**config.mk**
```make
export PLATFORM = sky130hd
export DESIGN_NAME = seletor_zona_matriz
export DESIGN_NICKNAME = d
export VERILOG_FILES = /design/src/rtl/seletor_zona_matriz.sv
export SDC_FILE = /design/constraint.sdc
export NUM_CORES = 1
export LEC_CHECK = 0
export ABC_AREA = 1
export CAP_MARGIN = 20
export CORE_MARGIN = 3
export CORE_UTILIZATION = 51
export CTS_BUF_LIST = sky130_fd_sc_hd__clkbuf_4
export DETAILED_ROUTE_END_ITERATION = 7
export PLACE_DENSITY = 0.82
export RECOVER_POWER = 50
export SLEW_MARGIN = 20
export SYNTH_ARGS = -nofsm -noshare
export SYNTH_HDL_FRONTEND = slang
export SYNTH_SLANG_ARGS = --single-unit
export TNS_END_PERCENT = 30
```
**constraint.sdc**
```tcl
create_clock -name clk -period 1.8 [get_ports clk]
set_input_delay 0.27 -clock clk [delete_from_list [all_inputs] [get_ports clk]]
set_output_delay 0.27 -clock clk [all_outputs]
set_load 0.02 [all_outputs]
```
**src/rtl/seletor_zona_matriz.sv**
```systemverilog
// Cursor-to-zone selector for the LED-matrix demux: MOVE / SCAN / LOCKED FSM over a zone grid.
// Define SELETOR_WRAP_EN for wrapping moves; default saturates. "release" is reserved, so the unlock pulse is release_lock.
module seletor_zona_matriz #(
    parameter int COL_W   = 3,
    parameter int ROW_W   = 3,
    parameter int ZW_LOG2 = 1,
    parameter int ZH_LOG2 = 1,
    parameter int DWELL   = 4,
    localparam int SEL_W  = (COL_W - ZW_LOG2) + (ROW_W - ZH_LOG2)
) (
    input  logic             clk,
    input  logic             reset,
    input  logic             mv_up,
    input  logic             mv_down,
    input  logic             mv_left,
    input  logic             mv_right,
    input  logic             scan_start,
    input  logic             scan_stop,
    input  logic             confirm,
    input  logic             release_lock,
    output logic [COL_W-1:0] mdc,
    output logic [ROW_W-1:0] mdl,
    output logic [SEL_W-1:0] dmx_sel,
    output logic             sel_changed,
    output logic             locked
);

    localparam int ZX_W  = COL_W - ZW_LOG2;
    localparam int CNT_W = (DWELL > 1) ? $clog2(DWELL) : 1;
    localparam logic [31:0] COL_MAX = (32'd1 << COL_W) - 32'd1;
    localparam logic [31:0] ROW_MAX = (32'd1 << ROW_W) - 32'd1;
    localparam logic [CNT_W-1:0] CNT_LAST = CNT_W'(DWELL - 1);

    typedef enum logic [1:0] {
        MOVE   = 2'd0,
        SCAN   = 2'd1,
        LOCKED = 2'd2
    } state_t;

    state_t           state, state_n;
    logic [CNT_W-1:0] cnt, cnt_n;
    logic [COL_W-1:0] mdc_n;
    logic [ROW_W-1:0] mdl_n;
    logic [SEL_W-1:0] sel_n;
    logic [SEL_W-1:0] sel_scan;

    // One-axis cursor step; opposing pulses cancel.
    function automatic logic [31:0] step(input logic [31:0] v, input logic [31:0] vmax,
                                         input logic inc, input logic dec);
        step = v;
        if (inc && !dec) begin
`ifdef SELETOR_WRAP_EN
            step = (v == vmax) ? 32'd0 : v + 32'd1;
`else
            step = (v == vmax) ? v : v + 32'd1;
`endif
        end else if (dec && !inc) begin
`ifdef SELETOR_WRAP_EN
            step = (v == 32'd0) ? vmax : v - 32'd1;
`else
            step = (v == 32'd0) ? v : v - 32'd1;
`endif
        end
    endfunction

    // Zone index with the row part in the MSBs.
    function automatic logic [SEL_W-1:0] zone_of(input logic [COL_W-1:0] c, input logic [ROW_W-1:0] r);
        logic [31:0] zx;
        logic [31:0] zy;
        zx = 32'(c) >> ZW_LOG2;
        zy = 32'(r) >> ZH_LOG2;
        zone_of = SEL_W'((zy << ZX_W) | zx);
    endfunction

    function automatic logic [COL_W-1:0] zone_col(input logic [SEL_W-1:0] s);
        logic [31:0] s32;
        s32 = 32'(s);
        zone_col = COL_W'((s32 & ((32'd1 << ZX_W) - 32'd1)) << ZW_LOG2);
    endfunction

    function automatic logic [ROW_W-1:0] zone_row(input logic [SEL_W-1:0] s);
        logic [31:0] s32;
        s32 = 32'(s);
        zone_row = ROW_W'((s32 >> ZX_W) << ZH_LOG2);
    endfunction

    // Incrementing the packed index advances zx with carry into zy and wraps after the last zone.
    assign sel_scan = dmx_sel + 1'b1;

    always_comb begin
        state_n = state;
        cnt_n   = cnt;
        mdc_n   = mdc;
        mdl_n   = mdl;
        unique case (state)
            MOVE: begin
                if (confirm) begin
                    state_n = LOCKED;
                end else if (scan_start) begin
                    state_n = SCAN;
                    cnt_n   = '0;
                    mdc_n   = zone_col(dmx_sel);
                    mdl_n   = zone_row(dmx_sel);
                end else begin
                    mdc_n = COL_W'(step(32'(mdc), COL_MAX, mv_right, mv_left));
                    mdl_n = ROW_W'(step(32'(mdl), ROW_MAX, mv_down, mv_up));
                end
            end
            SCAN: begin
                if (confirm) begin
                    state_n = LOCKED;
                end else if (scan_stop) begin
                    state_n = MOVE;
                end else if (cnt == CNT_LAST) begin
                    cnt_n = '0;
                    mdc_n = zone_col(sel_scan);
                    mdl_n = zone_row(sel_scan);
                end else begin
                    cnt_n = cnt + 1'b1;
                end
            end
            LOCKED: begin
                if (release_lock) begin
                    state_n = MOVE;
                end
            end
            default: begin
                state_n = MOVE;
            end
        endcase
        sel_n = zone_of(mdc_n, mdl_n);
    end

    always_ff @(posedge clk or posedge reset) begin
        if (reset) begin
            state       <= MOVE;
            cnt         <= '0;
            mdc         <= '0;
            mdl         <= '0;
            dmx_sel     <= '0;
            sel_changed <= 1'b0;
            locked      <= 1'b0;
        end else begin
            state       <= state_n;
            cnt         <= cnt_n;
            mdc         <= mdc_n;
            mdl         <= mdl_n;
            dmx_sel     <= sel_n;
            sel_changed <= (sel_n != dmx_sel);
            locked      <= (state_n == LOCKED);
        end
    end

endmodule

```
# Yosys cells after proc, flatten, opt, wreduce, memory -nomap -nowiden
# Index checks and enable logic that the tools add are counted.
# totals
register_bits	16
output_inout_bits	12
wordCells	81
# op_classes
n_addsub	6
eq_ne	18
muxes	32
n_bitwise	1
n_reduce_logical	15
# ops
cell	n
2-to-1 mux 3 bit	18
inequality test 4 bit (second input constant)	6
2-to-1 mux 2 bit	10
AND reduction 8 bit	2
case mux 3 bit (2 select lines)	2
inequality test 2 bit (second input constant)	5
adder 3 x 1 -> 3 bit (second input constant)	2
equality test 2 bit (second input constant)	3
equality test 3 bit (second input constant)	2
zero test 3 bit	2
case mux 2 bit (3 select lines)	1
subtractor 3 x 1 -> 3 bit (second input constant)	2
AND reduction 5 bit	1
adder 4 x 1 -> 4 bit (second input constant)	1
logical AND 1 bit	4
zero test 1 bit	4
inequality test 4 bit	1
bitwise OR 4 x 2 -> 4 bit	1
case mux 2 bit (2 select lines)	1
adder 2 x 1 -> 2 bit (second input constant)	1
equality test 2 x 1 -> 1 bit (second input constant)	1
zero test 2 bit	1
nonzero test 2 bit	1

# Depth between registers and ports, before layout
# Gate-level depths: netlist of the first run.
# depth
ltp_word	9
mapped_depth	14
depth_no_buf	14

# Worst setup path after synthesis of the first run
# No wires, ideal clock.
# synth_timing
kind	register to register
from	register dmx_sel[0]
to	register sel_changed
setup_ns	0.125
arrival_ns	1.575
required_ns	1.675
path_slack_ns	0.100
stages_incl_launch_ff	13
n_path_buf	0
period_less_slack_ns	1.700
path_cell_list	dfrtp_1 -> inv_1 -> ha_1 -> inv_1 -> nand3_1 -> nand3_1 -> nand2_1 -> nand2_1 -> nand2_1 -> nand2_1 -> nand2_1 -> nand2_1 -> nand3_1
# synth_between
elab_chain_len	7
elab_cells_between_ends	13
classes_between	add/sub (1); eq/ne (1); mux (10); bitwise (1)
# synth_rtl
item	line	text
start, declared	23	output logic [SEL_W-1:0] dmx_sel,
start signal, assigned	148	dmx_sel <= sel_n;
adder 4 x 1 -> 4 bit	88	assign sel_scan = dmx_sel + 1'b1;
2-to-1 mux 3 bit	114	end else if (cnt == CNT_LAST) begin
2-to-1 mux 3 bit	112	end else if (scan_stop) begin
2-to-1 mux 3 bit	110	if (confirm) begin
case mux 3 bit (2 select lines) *	95	unique case (state)
named net mdc_n[1]	42	logic [COL_W-1:0] mdc_n;
bitwise OR 4 x 2 -> 4 bit *	72	zone_of = SEL_W'((zy << ZX_W) | zx);
inequality test 4 bit *	149	sel_changed <= (sel_n != dmx_sel);
end signal, assigned	149	
end, declared	24	output logic sel_changed,
# Mark *: on every way through the listed nets, which the timed path passes. The rest lies on a longest branch. The select of a mux whose other input is x is not followed.
# A chain may end at the register's enable or synchronous reset.

# Worst setup path after layout of the first run
# layout_timing
from	register dmx_sel[2]
to	output dmx_sel[2]
# No word-level cell between the ends.

==> key figures, run 1 <==
Finish
  • Commonest non-fill, non-tap cell in the layout: nand2_1
  • Most frequent cells in the layout: 50 x nand2_1, 26 x inv_1, 22 x nand3_1, 21 x nor2_1, 19 x clkdlybuf4s50_1
  • Register area: 301.5 um^2
  • Share of layout cells above drive strength 1: 0.07576
  • Antenna diodes: 0
  • Layout area overhead: 22.36%
  • Core Util, Final: 0.6669
  • Fin nets: 217
  • Filler cells: 195
  • Area occupied by multi-input gates: 616.8 um^2
  • Finished Cell Area: 0.001335 mm^2

Clock network
  • Root buf cell: clkbuf_4
  • H-tree Lvls: 1
  • Post-CTS Setup Bufs: 0
  • Cts hold-fix bufs: 0
  • Skew-Pair Late Insertion Delay: 0.28 ns
  • CTS tree: built
  • Clk buf depth: 2
  • Post-CTS Resized: 0
  • Reg clk slew, reported paths: 0.08 ns
  • TritonCTS Sinks: 12
  • TritonCTS Buffers: 3

Global routing
  • Gr usage total: 0.2245
  • GR Overflow Total: 0
  • First-pass GRT wire length: 4581 um
  • Largest net degree at the start of global routing: 13
  • Vias in the first global route: 1118
  • Initial antenna violation count: 0

Pwr
  • Leakage Power: 0.6932 nW
  • Clk pwr share: 0.093
  • Internal power: 0.9609 mW
  • Comb power frac: 0.649
  • Seq pwr share: 0.258
  • Switching part of the total: 0.4968
  • Psw: 0.9487 mW
  • Pwr per Cell Area: 1430 mW/mm^2
  • Final Total Pwr: 1.910 mW
  • Peak VDD IR: 0.9491 mV

Floorplan
  • Die W: 52.25 um
  • Die footprint: 0.002730 mm^2
  • I/O pins: 22
  • Core ar.: 0.002002 mm^2
  • # rows: 16
  • Die Y-Extent: 52.25 um
  • Initial Utilization: 0.5450

Min path
  • Worst hold path class: in2async

Routing
  • Router iterations before antenna repair: 4
  • Antenna Violating Nets Remaining: 0
  • Iter 0 DRT Violations: 28
  • Vias/cell: 5.178
  • WL final: 2643 um
  • # DRC: 0
  • Via count: 1165
  • Avg WL per Cell: 11.75 um

Worst setup path
  • Crit. End Element: primary output
  • Arrival time worst endpoint: 1.46 ns
  • Setup Crit Path Kind: reg2out
  • CP max FO: 6
  • CP cell instances: buf_4 > clkdlybuf4s50_1
  • Crit-path max cell delay: 0.60 ns
  • Slowest cell on crit path: clkdlybuf4s50_1
  • Req. time, crit path: 1.53 ns
  • Startpoint Class: register

STA
  • Slew Viols, Final: 0
  • Clock Skews: 0.002354 ns
  • Fin Setup TNS: 0 ns
  • Fmax: 578.0 MHz
  • Final min period: 1.730 ns
  • Fin crit share: 0.9611
  • Slew at the pin with the worst max-slew slack: 0.4871 ns
  • RSZ-0062 raised after global routing: true
  • Setup violators final: 0
  • Worst relative slew slack: 0.6749
  • Final Hold Slack: 0.4371 ns
  • Fin. Hold Viols: 0

Yosys
  • Post-synth top area share: 0.2752
  • Library cells used by synthesis: 23
  • Seq/Total Area, Yosys: 0.2752
  • Synth area leader: dfrtp_1
  • Syn_nets: 193
  • Synth area leaders: dfrtp_1 28%, nand2_1 17%, nand3_1 10%
  • Yosys reg bits: 12
  • Synth Area per Inst: 6.235 um^2
  • Synthesized cell area: 0.001091 mm^2
  • Synthesis warning total: 0
  • Synthesized instance count: 175

Flow run
  • Max Cap Viol: 0

Placement
  • Port bufs: 21
  • DP Area: 0.001319 mm^2
  • GPL Wtd Cong: 0.8460
  • Hpwl dp: 2106 um

Status
  • Status: finished clean
[worst paths after layout]
| path | from | endpoint | slack, ns | depth (start not counted) |
|---|---|---|---|---|
| worst max-delay path | dmx_sel[2] | dmx_sel[2] | 0.07 | 2 |
| worst min-delay path | reset | state[1] | 0.44 | 2 |
| worst max register to register | dmx_sel[2] | sel_changed | 0.14 | 13 |
| worst min register to register | cnt[1] | cnt[1] | 0.56 | 2 |
| max in group asynchronous | reset | dmx_sel[1] | 1.01 | 2 |
| min in group clk | cnt[1] | cnt[1] | 0.56 | 2 |
[layer usage]
metal | routed length [um] | part of all wire | up-vias | GRT usage
li1 | - | - | 593 | -
met3 | 193 | 0.073 | 10 | 0.04274
met5 | 0 | 0 | - | 0
met4 | 50 | 0.019 | 0 | 0.06809
met2 | 1286 | 0.49 | 51 | 0.3975
met1 | 1112 | 0.42 | 511 | 0.2732
[stage by stage]
stage	cells	setup WS, ns
finish	225	0.07000
global route	225	-0.04970
CTS	225	0.006791
detailed placement	221	0.05193
global placement	221	0.07025
floorplan	175	0.1000
[cells by family after synthesis]
group	after synthesis	share of synthesized area
compound gates	16	0.08028
buf+inv	38	0.1525
simple gates	101	0.4002
fa+ha+maj	8	0.09175
flops	12	0.2752
[cells in the mapped netlist]
master     n
a211oi_1   1
a21oi_1    6
a31oi_1    2
buf_2      1
buf_4      4
buf_6      1
clkinv_1   2
dfrtp_1   12
ha_1       8
inv_1     26
inv_2      4
nand2_1   50
nand2_2    1
nand3_1   22
nand3_2    1
nand4_1    2
nor2_1    20
nor2_2     3
nor3_2     1
o211ai_1   1
o21ai_0    4
o21ai_1    2
or2_1      1
[final cells by class]
cell class	count	area share
clock inverters	1	0.002812
clock buffers	3	0.01687
multi-input cells	125	0.4620
inverters	32	0.08997
repair buffers	25	0.1771
well taps	27	0.02530
flip-flops and latches	12	0.2259
[critical path: cells and delay by family, from the launching register on]
family   cells  cell delay [ns]
buf+inv      2             0.77
flops        1             0.41
[registers in the layout, summed over array words and instances (netlist names)]
register	flops
cnt	2
dmx_sel	3
locked	1
mdc	1
mdl	2
sel_changed	1
state	2
[power groups by stage]
stage / sequential [mW] / clock [mW] / combinational, mW
after floorplan: 0.579 / 0 / 0.751
after global placement: 0.490 / 0 / 1.19
after detailed placement: 0.496 / 0 / 1.23
after CTS: 0.492 / 0.180 / 1.24
after global routing: 0.509 / 0.196 / 1.39
final: 0.493 / 0.178 / 1.24
Note: power is estimated with default switching activity, not from simulation.
==> inputs of run 2 (changes only) <==
GPL_ROUTABILITY_DRIVEN = 0   (was not set)
==> results of run 2 <==
Final layout, timing and power as in run 1 (identical DEF).
==> inputs of run 3 (changes only) <==
CORE_UTILIZATION = 48   (was 51)
PLACE_DENSITY = 0.81   (was 0.82)
clock period = 1.5 ns   (was 1.8 ns; I/O delays follow)
==> key figures, run 3 (synthesized netlist as in run 1, its figures left out) <==
Status
  • Status: finished with violations
  • Failing checks: negative setup slack

Pwr
  • Internal power: 1.420 mW
  • Switching part of the total: 0.4896
  • Comb power frac: 0.677
  • Leakage Power: 0.8136 nW
  • Seq pwr share: 0.233
  • Peak VDD IR: 1.426 mV
  • Psw: 1.361 mW
  • Pwr per Cell Area: 1757 mW/mm^2
  • Clk pwr share: 0.090

Floorplan
  • Die Y-Extent: 53.68 um
  • Initial Utilization: 0.5291
  • Die W: 53.68 um
  • I/O pins: 22
  • Die footprint: 0.002881 mm^2
  • Core ar.: 0.002062 mm^2
  • # rows: 16

Worst setup path
  • Crit-path max cell delay: 0.48 ns
  • CP max FO: 4
  • Arrival time worst endpoint: 1.85 ns
  • Slowest cell on crit path: dfrtp_2
  • R2R Setup Slk: -0.17 ns
  • Worst r2r src: mdl[0]
  • R2r endpoint: sel_changed
  • Most used cell, CP: nand2_1
  • Reg2Reg Depth: 13
  • Setup Crit Path Kind: reg2reg
  • Req. time, crit path: 1.68 ns
  • Cell family with most CP delay: simple AND/OR/NAND/NOR gates
  • Crit. End Element: register
  • CP Buf/Inv Count: 1
  • Startpoint Class: register
  • CP cell instances: inv_4 > ha_4 > nand2_1 > nand2_1 > nand2_1 > nand3_2 > nand2_2 > nand2_2 > nand2_2 > nand2_1 > nand2_1 > nor2_1 > nand3_1

Placement
  • DP Area: 0.001469 mm^2
  • Hpwl dp: 2372 um
  • Port bufs: 21

STA
  • Slew Viols, Final: 0
  • Setup violators final: 2
  • RSZ-0062 raised after global routing: true
  • Worst relative slew slack: 0.6781
  • Fin. Hold Viols: 0
  • Final Hold Slack: 0.3776 ns
  • Final WS setup: -0.1721 ns
  • Slew at the pin with the worst max-slew slack: 0.4823 ns
  • Clock Skews: 0.007155 ns
  • Fin crit share: 1.115
  • Fmax: 598.0 MHz
  • Final min period: 1.672 ns

Finish
  • Most frequent cells in the layout: 41 x nand2_1, 23 x buf_4, 22 x inv_1, 20 x nor2_1, 19 x nand3_1
  • Layout area overhead: 45.07%
  • Commonest non-fill, non-tap cell in the layout: nand2_1
  • Top reg by flops: dmx_sel
  • Share of layout cells above drive strength 1: 0.3041
  • Antenna diodes: 0
  • Fin nets: 236
  • Max reg flops: 3
  • Finished Cell Area: 0.001583 mm^2
  • Filler cells: 145

Routing
  • Via count: 1269
  • # DRC: 0
  • Router iterations before antenna repair: 4
  • Avg WL per Cell: 13.14 um
  • Vias/cell: 5.201
  • Iter 0 DRT Violations: 24
  • WL final: 3205 um
  • Antenna Violating Nets Remaining: 0

Global routing
  • First-pass GRT wire length: 4678 um
  • Vias in the first global route: 1104
  • GR Overflow Total: 0
  • Initial antenna violation count: 0
  • Largest net degree at the start of global routing: 13
  • Gr usage total: 0.2268

Clock network
  • Reg clk slew, reported paths: 0.09 ns
  • TritonCTS Buffers: 3
  • Skew-Pair Late Insertion Delay: 0.29 ns
  • H-tree Lvls: 1
  • TritonCTS Sinks: 12
  • Clk buf depth: 2
  • CTS tree: built
  • Root buf cell: clkbuf_4

Min path
  • Worst hold path class: in2async

Flow run
  • Max Cap Viol: 0
run 3: cell types whose count changed in the layout (fill, tap and decap cells not counted), sizes merged:
cell           before  now
clkbuf              4    6
buf                 3   23
inv                30   31
clkdlybuf4s50      19   10
clkinv              3    1
dlygate4sd2         0    8
dlygate4sd3         2    1
run 3: what timing repair did:
action	in CTS	in global routing
gates resized for setup	11	28
setup endpoints to repair	12	8
buffers inserted	0	3
hold buffers	0	0
pin swaps	0	9
hold endpoints to repair	0	0
run 3: how the worst max path moves through the flow:
stage / startpoint / endpoint / slack [ns] / cells after the start
global route: mdl[0] / sel_changed / -0.28 / 13
detailed placement: confirm / sel_changed / -0.21 / 11
floorplan: dmx_sel[2] / sel_changed / -0.02 / 13
finish: mdl[0] / sel_changed / -0.17 / 13
global placement: confirm / sel_changed / -0.18 / 11
CTS: mdl[0] / sel_changed / -0.09 / 12
run 3: routing by layer:
metal / global-route usage / share of wire / wire [um] / vias to the layer above
li1: - / - / - / 635
met1: 0.2414 / 0.41 / 1302 / 588
met2: 0.4415 / 0.54 / 1722 / 38
met3: 0.01939 / 0.030 / 97 / 8
met4: 0.1021 / 0.026 / 82 / 0
met5: 0 / 0 / 0 / -
run 3: cell type report:
| cell class | instances | area [um^2] | share of cell area |
|---|---|---|---|
| sequential | 12 | 306.5 | 0.1937 |
| multi-input combinational | 125 | 724.4 | 0.4577 |
| tap | 27 | 33.78 | 0.02134 |
| clock buffer | 4 | 30.03 | 0.01897 |
| timing repair buffer | 44 | 362.8 | 0.2292 |
| inverter | 32 | 125.1 | 0.07905 |
run 3: worst reg2reg max path, stage by stage, from the launching register on:
cell     delay (ns)
dfrtp_2        0.48
inv_4          0.10
ha_4           0.13
nand2_1        0.09
nand2_1        0.11
nand2_1        0.07
nand3_2        0.09
nand2_2        0.07
nand2_2        0.07
nand2_2        0.06
nand2_1        0.07
nand2_1        0.05
nor2_1         0.10
nand3_1        0.07
run 3: power groups by stage:
| stage | Clock [mW] | Combinational, mW | Sequential, mW |
|---|---|---|---|
| after floorplan | 0 | 0.960 | 0.711 |
| after detailed placement | 0 | 1.77 | 0.618 |
| after global routing | 0.263 | 2.06 | 0.665 |
| final | 0.249 | 1.88 | 0.648 |
| after CTS | 0.251 | 1.69 | 0.612 |
| after global placement | 0 | 1.71 | 0.600 |
run 3: stage by stage:
step           instances  utilization  worst slack, ns  TNS (ns)  power (mW)
2_1_floorplan        175            -         -0.01924  -0.01924       1.671
3_3_place_gp         237       0.7124          -0.1788   -0.9206       2.310
3_5_place_dp         237       0.7124          -0.2110    -1.240       2.392
4_1_cts              241       0.7215         -0.08998   -0.1021       2.551
5_1_grt              244       0.7676          -0.2761   -0.6057       2.985
6_report             244       0.7676          -0.1721   -0.3098       2.781
